### config.mk
export PLATFORM = sky130hd
export DESIGN_NAME = val_seq_monitor
export DESIGN_NICKNAME = d
export VERILOG_FILES = /design/src/rtl/val_mon_pkg.sv /design/src/rtl/val_seq_monitor_sat_counter.sv /design/src/rtl/val_seq_monitor.sv
export SDC_FILE = /design/constraint.sdc
export NUM_CORES = 1
export LEC_CHECK = 0
export CAP_MARGIN = 25
export CORE_ASPECT_RATIO = 0.7
export CORE_UTILIZATION = 30
export CTS_CLUSTER_DIAMETER = 50
export DETAILED_ROUTE_END_ITERATION = 7
export SYNTH_ARGS = -nofsm -noshare
export SYNTH_HDL_FRONTEND = slang
export SYNTH_SLANG_ARGS = --single-unit
### constraint.sdc
create_clock -name clk -period 2.9 [get_ports clk]
set_clock_uncertainty 0.1 [all_clocks]
set_input_delay 0.725 -clock clk [delete_from_list [all_inputs] [get_ports clk]]
set_output_delay 0.725 -clock clk [all_outputs]
set_load 0.02 [all_outputs]
### src/rtl/val_mon_pkg.sv
// val_mon_pkg
//   Shared types and default sizes for the value-sequence monitor.
//   state_t    : lock FSM state (SEARCH / LOCKED)
//   DEF_*      : default parameter values for val_seq_monitor
package val_mon_pkg;

    typedef enum logic {
        SEARCH = 1'b0,
        LOCKED = 1'b1
    } state_t;

    localparam int DEF_WIDTH  = 12;
    localparam int DEF_CNT_W  = 16;
    localparam int DEF_LOCK_N = 2;
    localparam int DEF_LOSS_N = 3;

endpackage

### src/rtl/val_seq_monitor_sat_counter.sv
// sat_counter
//   Saturating up-counter with synchronous clear.
//   clk  in   clock (posedge)
//   rst  in   synchronous active-high reset
//   clr  in   clear to zero (wins over inc)
//   inc  in   increment request
//   q    out  current count
//   nxt  out  count after this cycle's increment, before any clear; lets the
//             parent snapshot a value that includes the increment it is
//             clearing away
module sat_counter #(
    parameter int W = 16
) (
    input  logic         clk,
    input  logic         rst,
    input  logic         clr,
    input  logic         inc,
    output logic [W-1:0] q,
    output logic [W-1:0] nxt
);

    // Holds at all-ones instead of wrapping.
    always_comb begin
        nxt = q;
        if (inc && (q != '1)) begin
            nxt = q + W'(1);
        end
    end

    always_ff @(posedge clk) begin
        if (rst || clr) begin
            q <= '0;
        end else begin
            q <= nxt;
        end
    end

endmodule

### src/rtl/val_seq_monitor.sv
// val_seq_monitor
//   Checks that a sampled WIDTH-bit value advances by exactly +1 (mod 2^WIDTH)
//   and keeps good / error / wrap statistics, read out through a snapshot
//   handshake.
//   clk, rst        clock and synchronous active-high reset
//   in_valid/in_val sample strobe and value
//   snap_req        level request; a rising edge takes a snapshot
//   snap_ack        one-cycle pulse, snapshot outputs valid
//   locked          FSM is in LOCKED (also serves as the FSM state view)
//   err_pulse       one-cycle pulse the cycle after a counted mismatch
//   snap_good/err/wrap          snapshot statistics
//   snap_first_exp/first_got    snapshot of the first error since last clear
//
// Handshake: snap_req is a level; only its 0->1 transition (seen on cycle T)
// triggers. On T the live statistics (including any sample on T) are copied
// into the snapshot registers and the live ones are cleared; snap_ack is high
// for exactly cycle T+1. Holding snap_req high does not retrigger.
module val_seq_monitor
    import val_mon_pkg::*;
#(
    parameter int WIDTH  = DEF_WIDTH,
    parameter int CNT_W  = DEF_CNT_W,
    parameter int LOCK_N = DEF_LOCK_N,
    parameter int LOSS_N = DEF_LOSS_N
) (
    input  logic             clk,
    input  logic             rst,
    input  logic             in_valid,
    input  logic [WIDTH-1:0] in_val,
    input  logic             snap_req,
    output logic             snap_ack,
    output logic             locked,
    output logic             err_pulse,
    output logic [CNT_W-1:0] snap_good,
    output logic [CNT_W-1:0] snap_err,
    output logic [CNT_W-1:0] snap_wrap,
    output logic [WIDTH-1:0] snap_first_exp,
    output logic [WIDTH-1:0] snap_first_got
);

    localparam int RUN_MAX = (LOCK_N > LOSS_N) ? LOCK_N : LOSS_N;
    localparam int RUN_W   = $clog2(RUN_MAX + 1);

    state_t           state, state_n;
    logic [WIDTH-1:0] exp_q;
    logic             have_exp;     // expected value is meaningful (not first sample)
    logic [RUN_W-1:0] run_q, run_n;   // consecutive matches while SEARCH
    logic [RUN_W-1:0] miss_q, miss_n; // consecutive mismatches while LOCKED
    logic             match;
    logic             good_inc, err_inc, wrap_inc, first_load;
    logic             snap_req_q, snap_trig;
    logic             first_seen_q;
    logic [WIDTH-1:0] first_exp_q, first_got_q, first_exp_n, first_got_n;
    logic [CNT_W-1:0] good_q, good_n, err_q, err_n, wrap_q, wrap_n;

    assign snap_trig = snap_req && !snap_req_q;
    assign match     = in_valid && have_exp && (in_val == exp_q);
    assign locked    = (state == LOCKED);

    // Next-state and statistic strobes; idle cycles leave everything as is.
    always_comb begin
        state_n    = state;
        run_n      = run_q;
        miss_n     = miss_q;
        good_inc   = 1'b0;
        err_inc    = 1'b0;
        wrap_inc   = 1'b0;
        first_load = 1'b0;
        if (in_valid) begin
            case (state)
                SEARCH: begin
                    if (match) begin
                        if (run_q == RUN_W'(LOCK_N - 1)) begin
                            state_n = LOCKED;
                            run_n   = '0;
                            miss_n  = '0;
                        end else begin
                            run_n = run_q + RUN_W'(1);
                        end
                    end else begin
                        run_n = '0;
                    end
                end
                LOCKED: begin
                    if (match) begin
                        good_inc = 1'b1;
                        wrap_inc = (in_val == '0);
                        miss_n   = '0;
                    end else begin
                        err_inc    = 1'b1;
                        first_load = !first_seen_q;
                        if (miss_q == RUN_W'(LOSS_N - 1)) begin
                            state_n = SEARCH;
                            miss_n  = '0;
                            run_n   = '0;
                        end else begin
                            miss_n = miss_q + RUN_W'(1);
                        end
                    end
                end
                default: state_n = SEARCH;
            endcase
        end
    end

    assign first_exp_n = first_load ? exp_q  : first_exp_q;
    assign first_got_n = first_load ? in_val : first_got_q;

    always_ff @(posedge clk) begin
        if (rst) begin
            state          <= SEARCH;
            run_q          <= '0;
            miss_q         <= '0;
            exp_q          <= '0;
            have_exp       <= 1'b0;
            snap_req_q     <= 1'b0;
            snap_ack       <= 1'b0;
            err_pulse      <= 1'b0;
            first_seen_q   <= 1'b0;
            first_exp_q    <= '0;
            first_got_q    <= '0;
            snap_good      <= '0;
            snap_err       <= '0;
            snap_wrap      <= '0;
            snap_first_exp <= '0;
            snap_first_got <= '0;
        end else begin
            state      <= state_n;
            run_q      <= run_n;
            miss_q     <= miss_n;
            snap_req_q <= snap_req;
            snap_ack   <= snap_trig;
            err_pulse  <= err_inc;
            // Resync on every sample so one glitch costs one error, not a stream.
            if (in_valid) begin
                exp_q    <= in_val + WIDTH'(1);
                have_exp <= 1'b1;
            end
            if (snap_trig) begin
                snap_good      <= good_n;
                snap_err       <= err_n;
                snap_wrap      <= wrap_n;
                snap_first_exp <= first_exp_n;
                snap_first_got <= first_got_n;
                first_seen_q   <= 1'b0;
                first_exp_q    <= '0;
                first_got_q    <= '0;
            end else begin
                first_seen_q <= first_seen_q || first_load;
                first_exp_q  <= first_exp_n;
                first_got_q  <= first_got_n;
            end
        end
    end

    sat_counter #(.W(CNT_W)) u_good (
        .clk (clk), .rst (rst), .clr (snap_trig), .inc (good_inc),
        .q   (good_q), .nxt (good_n)
    );

    sat_counter #(.W(CNT_W)) u_err (
        .clk (clk), .rst (rst), .clr (snap_trig), .inc (err_inc),
        .q   (err_q), .nxt (err_n)
    );

    sat_counter #(.W(CNT_W)) u_wrap (
        .clk (clk), .rst (rst), .clr (snap_trig), .inc (wrap_inc),
        .q   (wrap_q), .nxt (wrap_n)
    );

endmodule

# Yosys cells after proc, flatten, opt, wreduce, memory -nomap -nowiden
# Cells that the tools add are included.
# word_totals
elab_cells	82
ff_bits	166
out_inout_bits	75
# op_classes
reduce_logical	14
bitwise_logic	1
n_mux	32
add_sub_neg	6
eq_ne	10
# ops
cell	n
$add 16x1->16 const B	3
$mux 16	3
$ne 16x16->1 const B	3
$mux 12	2
$mux 1	16
$mux 2	8
$add 12x1->12 const B	1
$eq 12x12->1	1
$logic_not 12->1	1
$pmux 2 s2	2
$logic_and 1x1->1	6
$ne 2x2->1 const B	3
$reduce_and 3->1	2
$add 2x1->2 const B	2
$eq 2x1->1 const B	1
$eq 2x2->1 const B	1
$logic_not 1->1	2
$logic_or 1x1->1	2
$ne 2x1->1 const B	1
$pmux 1 s2	1
$reduce_or 2->1	1
$not 1->1	1

# Longest topological paths before layout
# Gate-level depths: netlist (run 1).
# depth
word_depth	7
mapped_depth	9
mapped_depth_nobuf	7

# Modules after synthesis
# From an unflattened synthesis (run 1), not the netlist that was laid out.
# hier_totals
hier_cells	914
hier_area_um2	7693.6
# by_module_without_submodules
mod	cells_per_inst	n_inst	area_per_inst_um2	seq_area_each_um2
val_seq_monitor	602	1	5013.6	2362.3
sat_counter	104	3	893.4	320.3

# Least setup slack after synthesis (run 1)
# OpenSTA, ideal clock, no wires.
# synth_path
kind	in2reg
startpoint	in in_val[9]
endpoint	reg snap_good[7]
cell_stages	9
t_required_ns	2.674
t_arrival_ns	2.439
setup_time_ns	0.126
path_buffers	4
setup_slack_ns	0.235
path_cell_list	buf_2 xnor2_2 nand3_2 or4_4 buf_6 clkbuf_1 clkbuf_1 o211ai_1 nand3_1
# synth_between
elab_chain_len	7
# synth_lines
element	line	text
start: declaration	val_seq_monitor.sv:29	input logic [WIDTH-1:0] in_val,
$eq 12x12->1	val_seq_monitor.sv:57	assign match = in_valid && have_exp && (in_val == exp_q);
$logic_and 1x1->1	val_seq_monitor.sv:57	
$mux 1	val_seq_monitor.sv:85	if (match) begin
$mux 1	val_seq_monitor.sv:70	case (state)
$mux 1	val_seq_monitor.sv:69	if (in_valid) begin
$logic_and 1x1->1	val_seq_monitor_sat_counter.sv:25	if (inc && (q != '1)) begin
$mux 16	val_seq_monitor_sat_counter.sv:25	
end signal: assignment	val_seq_monitor.sv:140	snap_good <= good_n;
end: declaration	val_seq_monitor.sv:34	output logic [CNT_W-1:0] snap_good,
# Every way passes these cells.
# A chain may end at the register's enable or synchronous reset.

# Final worst setup path (run 1)
# layout_path
startpoint	in in_val[2]
endpoint	reg u_wrap.q[8]
# layout_between
elab_chain_len	7
elab_cells_between_ends	8
# layout_lines
element	line	text
$eq 12x12->1	val_seq_monitor.sv:57	
$logic_and 1x1->1	val_seq_monitor.sv:57	
$mux 1 (*)	val_seq_monitor.sv:85	
$mux 1 (*)	val_seq_monitor.sv:70	
$mux 1 (*)	val_seq_monitor.sv:69	
$logic_and 1x1->1 (*)	val_seq_monitor_sat_counter.sv:25	
$mux 16 (*)	val_seq_monitor_sat_counter.sv:25	
end signal: assignment	val_seq_monitor_sat_counter.sv:34	q <= nxt;
end: declaration	val_seq_monitor_sat_counter.sv:18	output logic [W-1:0] q,
# Mark *: on every way between the ends. The rest lies on a longest branch, timed or not.

==> metrics, run 1 <==
post-CTS setup buffer count=0; post-detailed-placement cell area=between 0.01 and 0.015 mm^2; per-instance average area after synthesis=just over 8 um^2; combinational share of power=under 10%; element type at the critical path end=flop; sequential area share after synthesis=~40%; Clock Power Share=45.7%; count of filler cells inserted in the layout=about 2700; Top Ports=approximately 90; IO buf count=90; sum of negative setup slack=0 ns; Synth Instances=between 1000 and 1500; worst max-slew margin expressed relative to the limit=about 70%; top flip-flop cell by instance count after synthesis=dfxtp_1; net total in the final layout=between 1000 and 1500; pin count of the biggest net entering global routing=73; Warnings, synthesis=0; maximum level of the CTS H-tree=4; via count of the routed design=slightly above 8000; effective utilization at floorplan=30.6%; area of the placeable core=0.0268 mm^2; sinks on the clock net=roughly 170; RR Startpoint=exp_q[2]; upper clock frequency limit=between 0.3 and 0.4 GHz; Die Width=approximately 200 um; leading area contributor after synthesis=dfxtp_1; result of the run=finished, final reports clean; DRC viols=0; overall power=about 0.0048 W; crit path kind=in -> reg; share of synthesized registers carrying an async set or reset=0%; Final setup violation count=0; leak pwr=about 3.4 nW; Post-Syn Nets=1035; kind of start point of the critical path=primary input; routed length per placed instance=16.6 um; Tot GR Track Use=18.1%; post-layout min period=2.81 ns; transition time of the tightest slew-check pin=~0.44 ns; Iter 0 DRT Violations=between 800 and 900; clock root buffer master=clkbuf_16; Worst EP required=3.16 ns; Rows=50; total of flip-flops plus latches after synthesis=~170; largest cells by area after synthesis=dfxtp_1 40%, o211ai_1 5.9%, nand3_1 5.2%; netlist area before placement=between 0.008 and 0.009 mm^2; number of synthesized flops with an enable pin=0; start point of the critical path=in_val[2]; number of buffers created by CTS=17; power density of the placed cells=around 450 mW/mm^2; fraction of post-synthesis cell area in the top cell type by area=between 40% and 50%; vias per cell=5.49; max-slew violation count=0; antenna violations before repair=1; number of cells traversed by the worst hold path=2; setup repair after global routing missed its margin=yes; global-route wire length before repair=40300 um; weighted congestion reported at the end of routability-driven placement=~0.83; Clock Latency Late Sink=~0.43 ns; maximum ir drop on the vdd rail=424 uV; clock input transition at the sequential cells of the worst setup and hold paths=roughly 0.07 ns; Critical Path Fanout Max=48; number of buffers inserted by hold repair at cts=0; net switching share of the total power=about 25%; number of maximum-capacitance constraint violations=0; cell-internal power=between 0.003 and 0.004 W; Final period util=between 90 and 100%; HPWL reported at the end of detailed placement=around 17000 um; summed area of non-filler cells in the final layout=0.0106 mm^2; fraction of final layout cells with drive strength greater than 1=roughly an eighth; maximum root-to-sink buffer count=2; switching pwr=between 0.001 and 0.0015 W; utilization of the core after routing=around 40%; layout overhead on the synthesized area=29.1%; worst-case reg-to-reg path depth=6; Vert. Die Dim=about 140 um; count of cell types in the netlist=55; Total Wirelength=24900 um; clock tree from TritonCTS=done; DIE AREA=about 0.028 mm^2; beginning of the worst hold path=run_q[1]; remaining antenna violation count after routing=0; Min-Delay Path Class=reg -> reg; DR pass1 iterations=5; overall overflow remaining after global route=0; Arrival @ worst endpoint=roughly 3.1 ns; final-report hold violation count=0; sequential group share of total power=roughly 49%; antenna cell count=0; via count of the first global-routing pass=7218
cell families after synthesis:
kind of cell / after synthesis / synth area share [%]
AO/OA/AOI/OAI: 271 / 21.3
XOR/XNOR: 22 / 2.71
adder cells (fa/ha/maj): 5 / 0.762
buffers and inverters: 110 / 5.74
flip-flops: 166 / 40.5
multiplexers: 1 / 0.122
AND/OR/NAND/NOR: 439 / 28.9
final timing paths:
kind | end | slack (ns)
worst min-delay path | run_q[1] | 0.35
worst max register to register | u_wrap.q[8] | 0.45
worst max-delay path | u_wrap.q[8] | 0.09
worst min register to register | run_q[1] | 0.35
cell usage after synthesis (2+ instances only):
| cell type | count |
|---|---|
| dfxtp_1 | 166 |
| nand2_1 | 109 |
| nand3_1 | 86 |
| a21oi_1 | 81 |
| clkbuf_1 | 70 |
| o211ai_1 | 65 |
| nand4_1 | 56 |
| o21ai_0 | 54 |
| or4_1 | 42 |
| nor2_1 | 41 |
| or3_1 | 28 |
| nor3_1 | 24 |
| o31ai_1 | 21 |
| a32oi_1 | 15 |
| xnor2_1 | 14 |
| buf_2 | 13 |
| a211oi_1 | 12 |
| and3_1 | 11 |
| inv_1 | 11 |
| and4_1 | 8 |
| buf_1 | 8 |
| and2_1 | 7 |
| buf_6 | 5 |
| ha_1 | 5 |
| o2111ai_1 | 5 |
| a221o_1 | 4 |
| nand3b_1 | 4 |
| nor4_2 | 4 |
| o21a_1 | 4 |
| or2_2 | 4 |
| xnor2_2 | 4 |
| xor2_1 | 4 |
| nand2b_1 | 3 |
| nor4_1 | 3 |
| a2bb2oi_1 | 2 |
| nor4b_2 | 2 |
power groups by stage:
stage	sequential [W]	clock, W	combinational, W
finish	0.00232	0.00218	0.000268
global route	0.00232	0.00232	0.000288
CTS	0.00232	0.00221	0.000267
detailed placement	0.00237	0	0.000265
global placement	0.00237	0	0.000264
floorplan	0.00236	0	0.000145
per-layer routing:
layer,vias up,wire [um],part of all wire (%),GRT usage (%)
li1,4046,-,-,-
met1,3917,13100,52,28.5
met2,236,10100,40,24.4
met3,18,1540,6.2,3.56
met4,2,214,0.86,4.34
met5,-,17,0.068,0
area by class of cell:
class | instances | area, um^2 | share of cell area, %
clock buffer | 20 | 467 | 4.40
tap | 364 | 455 | 4.30
inverter | 12 | 46.3 | 0.437
timing repair buffer | 186 | 1750 | 16.5
clock inverter | 12 | 93.8 | 0.885
multi-input combinational | 738 | 4460 | 42.1
sequential | 166 | 3320 | 31.3
metrics by stage:
step | hold slack [ns] | cells | worst slack [ns]
after CTS | 0.349 | 1498 | 0.0371
after global routing | 0.364 | 1498 | -0.0242
final | 0.347 | 1498 | 0.0905
after detailed placement | 0.341 | 1466 | -0.459
after floorplan | 0.325 | 1014 | 0.235
after global placement | 0.339 | 1466 | -0.383
repair_timing:
action                                  4_1_cts  5_1_grt
endpoints found under the setup margin        4       18
hold endpoints to repair                      0        0
pin swaps                                     0        1
gates resized for setup                       1        5
critical path, cell delays in order:
cell             delay [ns]
clkdlybuf4s50_1        0.46
buf_4                  0.15
xnor2_2                0.12
nand3_2                0.15
or4_4                  0.60
buf_12                 0.19
or4_1                  0.51
a21oi_1                0.14
sequential cells by signal, indices dropped and copies added (netlist names), 2 cells and up:
| signal | count |
|---|---|
| first_exp_q | 12 |
| snap_wrap | 16 |
| u_err.q | 16 |
| u_good.q | 16 |
| snap_good | 16 |
| snap_first_exp | 12 |
| miss_q | 2 |
| snap_err | 16 |
| first_got_q | 12 |
| u_wrap.q | 16 |
| run_q | 2 |
| snap_first_got | 12 |
| exp_q | 12 |
cell usage in the layout (no fill, tap or decap), drive strengths merged, types with 21 or more instances in the layout:
cell | netlist | routed
dfxtp | 166 | 166
o211ai | 65 | 65
clkdlybuf4s50 | 0 | 87
o21ai | 54 | 54
nor2 | 41 | 41
nor3 | 24 | 24
nand4 | 57 | 57
o31ai | 21 | 21
a21oi | 81 | 81
or3 | 28 | 28
or4 | 43 | 43
nand2 | 109 | 109
nand3 | 87 | 87
buf | 27 | 96
Note: power is estimated with default switching activity, not from simulation.
==> inputs of run 2 (changes only) <==
==> constraint.sdc (replaced) <==
create_clock -name clk -period 2.6 [get_ports clk]
set_clock_uncertainty 0.1 [all_clocks]
set_input_delay 0.65 -clock clk [delete_from_list [all_inputs] [get_ports clk]]
set_output_delay 0.65 -clock clk [all_outputs]
set_load 0.02 [all_outputs]
==> run 2 against run 1 <==
Clock power increased by 10%. Non-clock buffer count increased by 16. First-iteration DRC count fell by 20%. Critical path depth unchanged. Global-route usage grew 0.34 points. Worst setup slack worse by 0.023 ns. Critical endpoint is now u_good.q[14]. Largest cell class unchanged. Total power increased by 12%. Core utilization increased by 0.66 points. Register-to-register slack worse by 0.25 ns.
==> metrics, run 2 (synthesis results as in run 1) <==
combinational share of power=under 10%; overall power=around 0.0053 W; number of buffers created by CTS=17; summed area of non-filler cells in the final layout=0.0108 mm^2; sequential group share of total power=around 49%; overall overflow remaining after global route=0; Clock Latency Late Sink=0.43 ns; minimum setup slack after placement=-0.658 ns; routed length per placed instance=17.0 um; Clock Power Share=45.2%; clock root buffer master=clkbuf_16; effective utilization at floorplan=30.6%; HPWL reported at the end of detailed placement=about 18000 um; remaining antenna violation count after routing=0; sum of negative setup slack=0 ns; maximum level of the CTS H-tree=4; antenna cell count=0; Arrival @ worst endpoint=between 2 and 3 ns; net total in the final layout=~1200; element type at the critical path end=flop; Final setup violation count=0; Min-Delay Path Class=reg -> reg; Top Ports=a little over 90; upper clock frequency limit=0.395 GHz; layout overhead on the synthesized area=31.3%; leading cell types in the layout, fill and taps excluded=166 x dfxtp_1, 109 x nand2_1, 97 x buf_4; Iter 0 DRT Violations=between 600 and 700; WHS=~0.35 ns; area of the placeable core=between 0.02 and 0.03 mm^2; transition time of the tightest slew-check pin=between 0.3 and 0.4 ns; Final period util=a little over nine tenths; post-detailed-placement cell area=around 0.010 mm^2; net switching share of the total power=25.2%; most common cell after layout, fill and taps aside=dfxtp_1; cell-internal power=0.00397 W; vias per cell=between 5 and 6; Total Wirelength=~26000 um; start point of the critical path=in_val[2]; clock tree from TritonCTS=done; DRC viols=0; Tot GR Track Use=a little under a fifth; switching pwr=~0.0013 W; maximum ir drop on the vdd rail=between 400 and 500 uV; kind of start point of the critical path=primary input; IO buf count=90; leak pwr=about 3.5 nW; worst max-slew margin expressed relative to the limit=between 70% and 80%; Die Width=200 um; Critical Path Fanout Max=32; Rows=50; post-route worst setup slack=0.0674 ns; max-slew violation count=0; pin count of the biggest net entering global routing=a little over 50; via count of the first global-routing pass=7330; DR pass1 iterations=5; result of the run=finished, final reports clean; maximum root-to-sink buffer count=2; global-route wire length before repair=around 40000 um; sinks on the clock net=between 150 and 200; RR Startpoint=exp_q[0]; beginning of the worst hold path=run_q[1]; clock input transition at the sequential cells of the worst setup and hold paths=around 0.070 ns; via count of the routed design=8355; crit path kind=in -> reg; weighted congestion reported at the end of routability-driven placement=slightly below 0.9; setup repair after global routing missed its margin=no; post-layout min period=roughly 2.5 ns; count of filler cells inserted in the layout=roughly 2600; number of maximum-capacitance constraint violations=0; fraction of final layout cells with drive strength greater than 1=15.0%; Vert. Die Dim=between 100 and 150 um; power density of the placed cells=between 400 and 500 mW/mm^2; final-report hold violation count=0; DIE AREA=approximately 0.028 mm^2; antenna violations before repair=0; Worst EP required=around 2.9 ns
run 2: changes by cell type in the layout (fill, tap and decap cells not counted), moves of 3 or more:
cell             previous run  this run
dlygate4sd2_1               0        10
buf_4                      86        97
inv_6                       5         2
clkinv_4                    0         4
clkdlybuf4s50_1            87        77
dlymetal6s2s_1              3         0
run 2: final timing paths:
check | slack (ns) | endpoint | cells past startpoint
max | 0.07 | u_good.q[14] | 8
min | 0.35 | run_q[1] | 2
max reg2reg | 0.20 | u_good.q[14] | 6
min reg2reg | 0.35 | run_q[1] | 2
run 2: routing by layer:
layer	track usage, %	vias up	part of all wire [%]
li1	-	4078	-
met1	28.6	3994	52
met2	25.2	262	41
met3	3.97	21	6.0
met4	4.14	0	0.89
met5	0	-	0
run 2: power by group through the flow:
stage	registers, W	clock network [W]	logic (W)
3_3_place_gp	0.00263	0	0.000327
4_1_cts	0.00257	0.00244	0.000331
3_5_place_dp	0.00263	0	0.000330
2_1_floorplan	0.00263	0	0.000162
6_report	0.00258	0.00240	0.000336
5_1_grt	0.00258	0.00256	0.000357
run 2: repair_timing:
action / in CTS / in global routing
hold buffers: 0 / 0
cloned: 3 / 0
pin swaps: 2 / 1
buffers inserted: 3 / 0
gates resized for setup: 21 / 6
endpoints found under the setup margin: 91 / 19
run 2: cell type report:
class / instances / area [um^2] / share of cell area (%)
Sequential cell: 166 / 3320 / 30.8
Tap cell: 364 / 455 / 4.23
Multi-Input combinational cell: 738 / 4470 / 41.5
Clock buffer: 19 / 453 / 4.20
Clock inverter: 13 / 100 / 0.929
Timing Repair Buffer: 202 / 1930 / 17.9
Inverter: 12 / 46.3 / 0.430
run 2: per-stage QoR:
stage	cells	util [%]
6_report	1514	40.2
5_1_grt	1514	40.2
4_1_cts	1514	40.1
3_5_place_dp	1476	37.6
3_3_place_gp	1476	37.6
2_1_floorplan	1014	-
run 2: critical path, cell delays in order:
cell and delay (ns):
dlygate4sd2_1 0.24, buf_6 0.14, xnor2_2 0.14, nand3_2 0.11, or4_4 0.66, bufbuf_16 0.35
or3_1 0.35, a21oi_1 0.14
==> inputs of run 3 (changes only) <==
--- a/config.mk
+++ b/config.mk
@@ -6,10 +6,14 @@
 export NUM_CORES = 1
 export LEC_CHECK = 0
 export CAP_MARGIN = 25
+export CELL_PAD_IN_SITES_DETAIL_PLACEMENT = 0
+export CELL_PAD_IN_SITES_GLOBAL_PLACEMENT = 2
 export CORE_ASPECT_RATIO = 0.7
 export CORE_UTILIZATION = 30
 export CTS_CLUSTER_DIAMETER = 50
 export DETAILED_ROUTE_END_ITERATION = 7
+export MAX_ROUTING_LAYER = met4
+export PLACE_DENSITY_LB_ADDON = 0.1
 export SYNTH_ARGS = -nofsm -noshare
 export SYNTH_HDL_FRONTEND = slang
 export SYNTH_SLANG_ARGS = --single-unit
==> run 3 against run 2 <==
Design area increased by 3.4%. Register-to-register slack got worse by 0.05 ns. Sequential share of layout area decreased by 1.0 points. Largest power group is now clock. Hold slack got worse by 0.0029 ns. First-iteration DRC count decreased by 14%. Highest routed layer unchanged. Count of clock-buffer cells in the layout increased by 1. Largest cell class unchanged.
==> metrics, run 3 (synthesis results as in run 1) <==
Total Wirelength=roughly 28000 um; fraction of final layout cells with drive strength greater than 1=16.5%; via count of the routed design=between 8000 and 9000; setup repair after global routing missed its margin=yes; summed area of non-filler cells in the final layout=about 0.011 mm^2; sinks on the clock net=~170; crit path kind=in -> reg; overall power=0.00583 W; number of maximum-capacitance constraint violations=0; post-detailed-placement cell area=~0.01 mm^2; net switching share of the total power=~23%; effective utilization at floorplan=a little under a third; post-layout min period=~2.6 ns; via count of the first global-routing pass=roughly 7700; kind of start point of the critical path=primary input; leading cell types in the layout, fill and taps excluded=166 x dfxtp_1, 109 x nand2_1, 99 x buf_4; Clock Latency Late Sink=around 0.43 ns; terminus of the critical flop-to-flop path=u_good.q[8]; net total in the final layout=1169; weighted congestion reported at the end of routability-driven placement=~0.8; beginning of the worst hold path=run_q[1]; DRC viols=0; power density of the placed cells=~520 mW/mm^2; worst reg2reg setup slack=~0.15 ns; global-route wire length before repair=45400 um; number of cells traversed by the worst hold path=2; clock input transition at the sequential cells of the worst setup and hold paths=0.07 ns; Vert. Die Dim=about 140 um; most common cell after layout, fill and taps aside=dfxtp_1; transition time of the tightest slew-check pin=0.477 ns; overall overflow remaining after global route=0; final-report hold violation count=0; Final period util=99.8%; count of filler cells inserted in the layout=2699; clock tree from TritonCTS=done; Min-Delay Path Class=reg -> reg; RR Startpoint=exp_q[1]; combinational share of power=6.0%; upper clock frequency limit=0.386 GHz; DR pass1 iterations=5; switching pwr=roughly 0.0013 W; pin count of the biggest net entering global routing=42; cell-internal power=approximately 0.0045 W; Critical Path Fanout Max=7; Final setup violation count=0; result of the run=finished, final reports clean; maximum level of the CTS H-tree=4; layout overhead on the synthesized area=35.7%; IO buf count=90; DIE AREA=approximately 0.028 mm^2; leak pwr=3.67 nW; worst max-slew margin expressed relative to the limit=67.9%; maximum ir drop on the vdd rail=around 460 uV; routed length per placed instance=about 19 um; Die Width=200 um; maximum root-to-sink buffer count=2; Clock Power Share=49.8%; number of buffers created by CTS=17; area of the placeable core=~0.027 mm^2; Rows=50; vias per cell=about 5.4; Top Ports=91; WHS Endpoint=run_q[1]; HPWL reported at the end of detailed placement=~19000 um; worst-case reg-to-reg path depth=8; sequential group share of total power=44.2%; Worst EP required=2.87 ns; remaining antenna violation count after routing=0; clock root buffer master=clkbuf_16; max-slew violation count=0; Arrival @ worst endpoint=roughly 2.9 ns; Iter 0 DRT Violations=560; antenna cell count=0; antenna violations before repair=0; element type at the critical path end=flop; Tot GR Track Use=between 20% and 30%
-- run 3: changes by cell type in the layout (fill, tap and decap cells not counted), sizes merged --
cell / delta
clkinv: -3
clkinvlp: -4
dlygate4sd2: -3
inv: -2
clkdlybuf4s15: +4
buf: +11
clkdlybuf4s50: +1
bufinv: +6
clkbuf: -1
-- run 3: final cells by class --
| cell class | count | area, um^2 | share of cell area, % |
|---|---|---|---|
| multi-input cells | 738 | 4580 | 41.1 |
| repair buffers | 213 | 2080 | 18.7 |
| flip-flops and latches | 166 | 3320 | 29.8 |
| well taps | 364 | 455 | 4.09 |
| clock inverters | 10 | 203 | 1.82 |
| inverters | 12 | 46.3 | 0.416 |
| clock buffers | 20 | 447 | 4.01 |
-- run 3: how the worst max path moves through the flow --
stage / endpoint / slack [ns] / from / cells past startpoint
floorplan: snap_good[7] / 0.01 / in_val[9] / 9
global placement: u_good.q[3] / -0.65 / in_val[4] / 9
detailed placement: u_good.q[3] / -0.65 / in_val[0] / 8
CTS: u_good.q[9] / 0.02 / in_val[11] / 9
global route: u_good.q[8] / -0.03 / in_val[6] / 9
finish: u_good.q[8] / 0.006 / in_val[6] / 9
-- run 3: what timing repair did --
| action | 4_1_cts | 5_1_grt |
|---|---|---|
| setup buffers | 5 | 0 |
| pin swaps | 23 | 10 |
| hold endpoints to repair | 0 | 0 |
| endpoints found under the setup margin | 63 | 29 |
| cloned | 4 | 0 |
| hold buffers | 0 | 0 |
| gates resized for setup | 40 | 13 |
-- run 3: critical path, stage by stage --
cell,delay [ns]
dlygate4sd2_1,0.41
xnor2_2,0.16
nand3_1,0.12
or4_4,0.58
buf_6,0.16
buf_16,0.13
buf_4,0.14
or3_1,0.36
a21oi_2,0.13
-- run 3: power groups by stage --
stage / sequential, W / clock [W] / combinational, W
finish: 0.00258 / 0.00290 / 0.000353
global placement: 0.00263 / 0 / 0.000344
detailed placement: 0.00263 / 0 / 0.000340
global route: 0.00258 / 0.00309 / 0.000378
floorplan: 0.00263 / 0 / 0.000162
CTS: 0.00257 / 0.00298 / 0.000351
-- run 3: stage by stage --
step / std cells / setup TNS, ns / hold slack, ns / setup slack, ns / util (%)
3_5_place_dp: 1484 / -65.68 / 0.346 / -0.651 / 37.9
4_1_cts: 1523 / 0 / 0.356 / 0.0178 / 41.3
3_3_place_gp: 1484 / -63.13 / 0.343 / -0.652 / 37.9
2_1_floorplan: 1014 / 0 / 0.325 / 0.00960 / -
5_1_grt: 1523 / -0.0604 / 0.381 / -0.0303 / 41.5
6_report: 1523 / 0 / 0.351 / 0.00642 / 41.5
-- run 3: per-layer routing --
metal / wire length (um) / part of all wire, % / global-route usage, % / up-vias
li1: - / - / - / 4092
met1: 15900 / 56 / 33.8 / 3929
met2: 11300 / 40 / 28.2 / 172
met3: 1110 / 3.9 / 3.42 / 14
met4: 208 / 0.73 / 4.34 / 0
met5: 0 / 0 / - / -
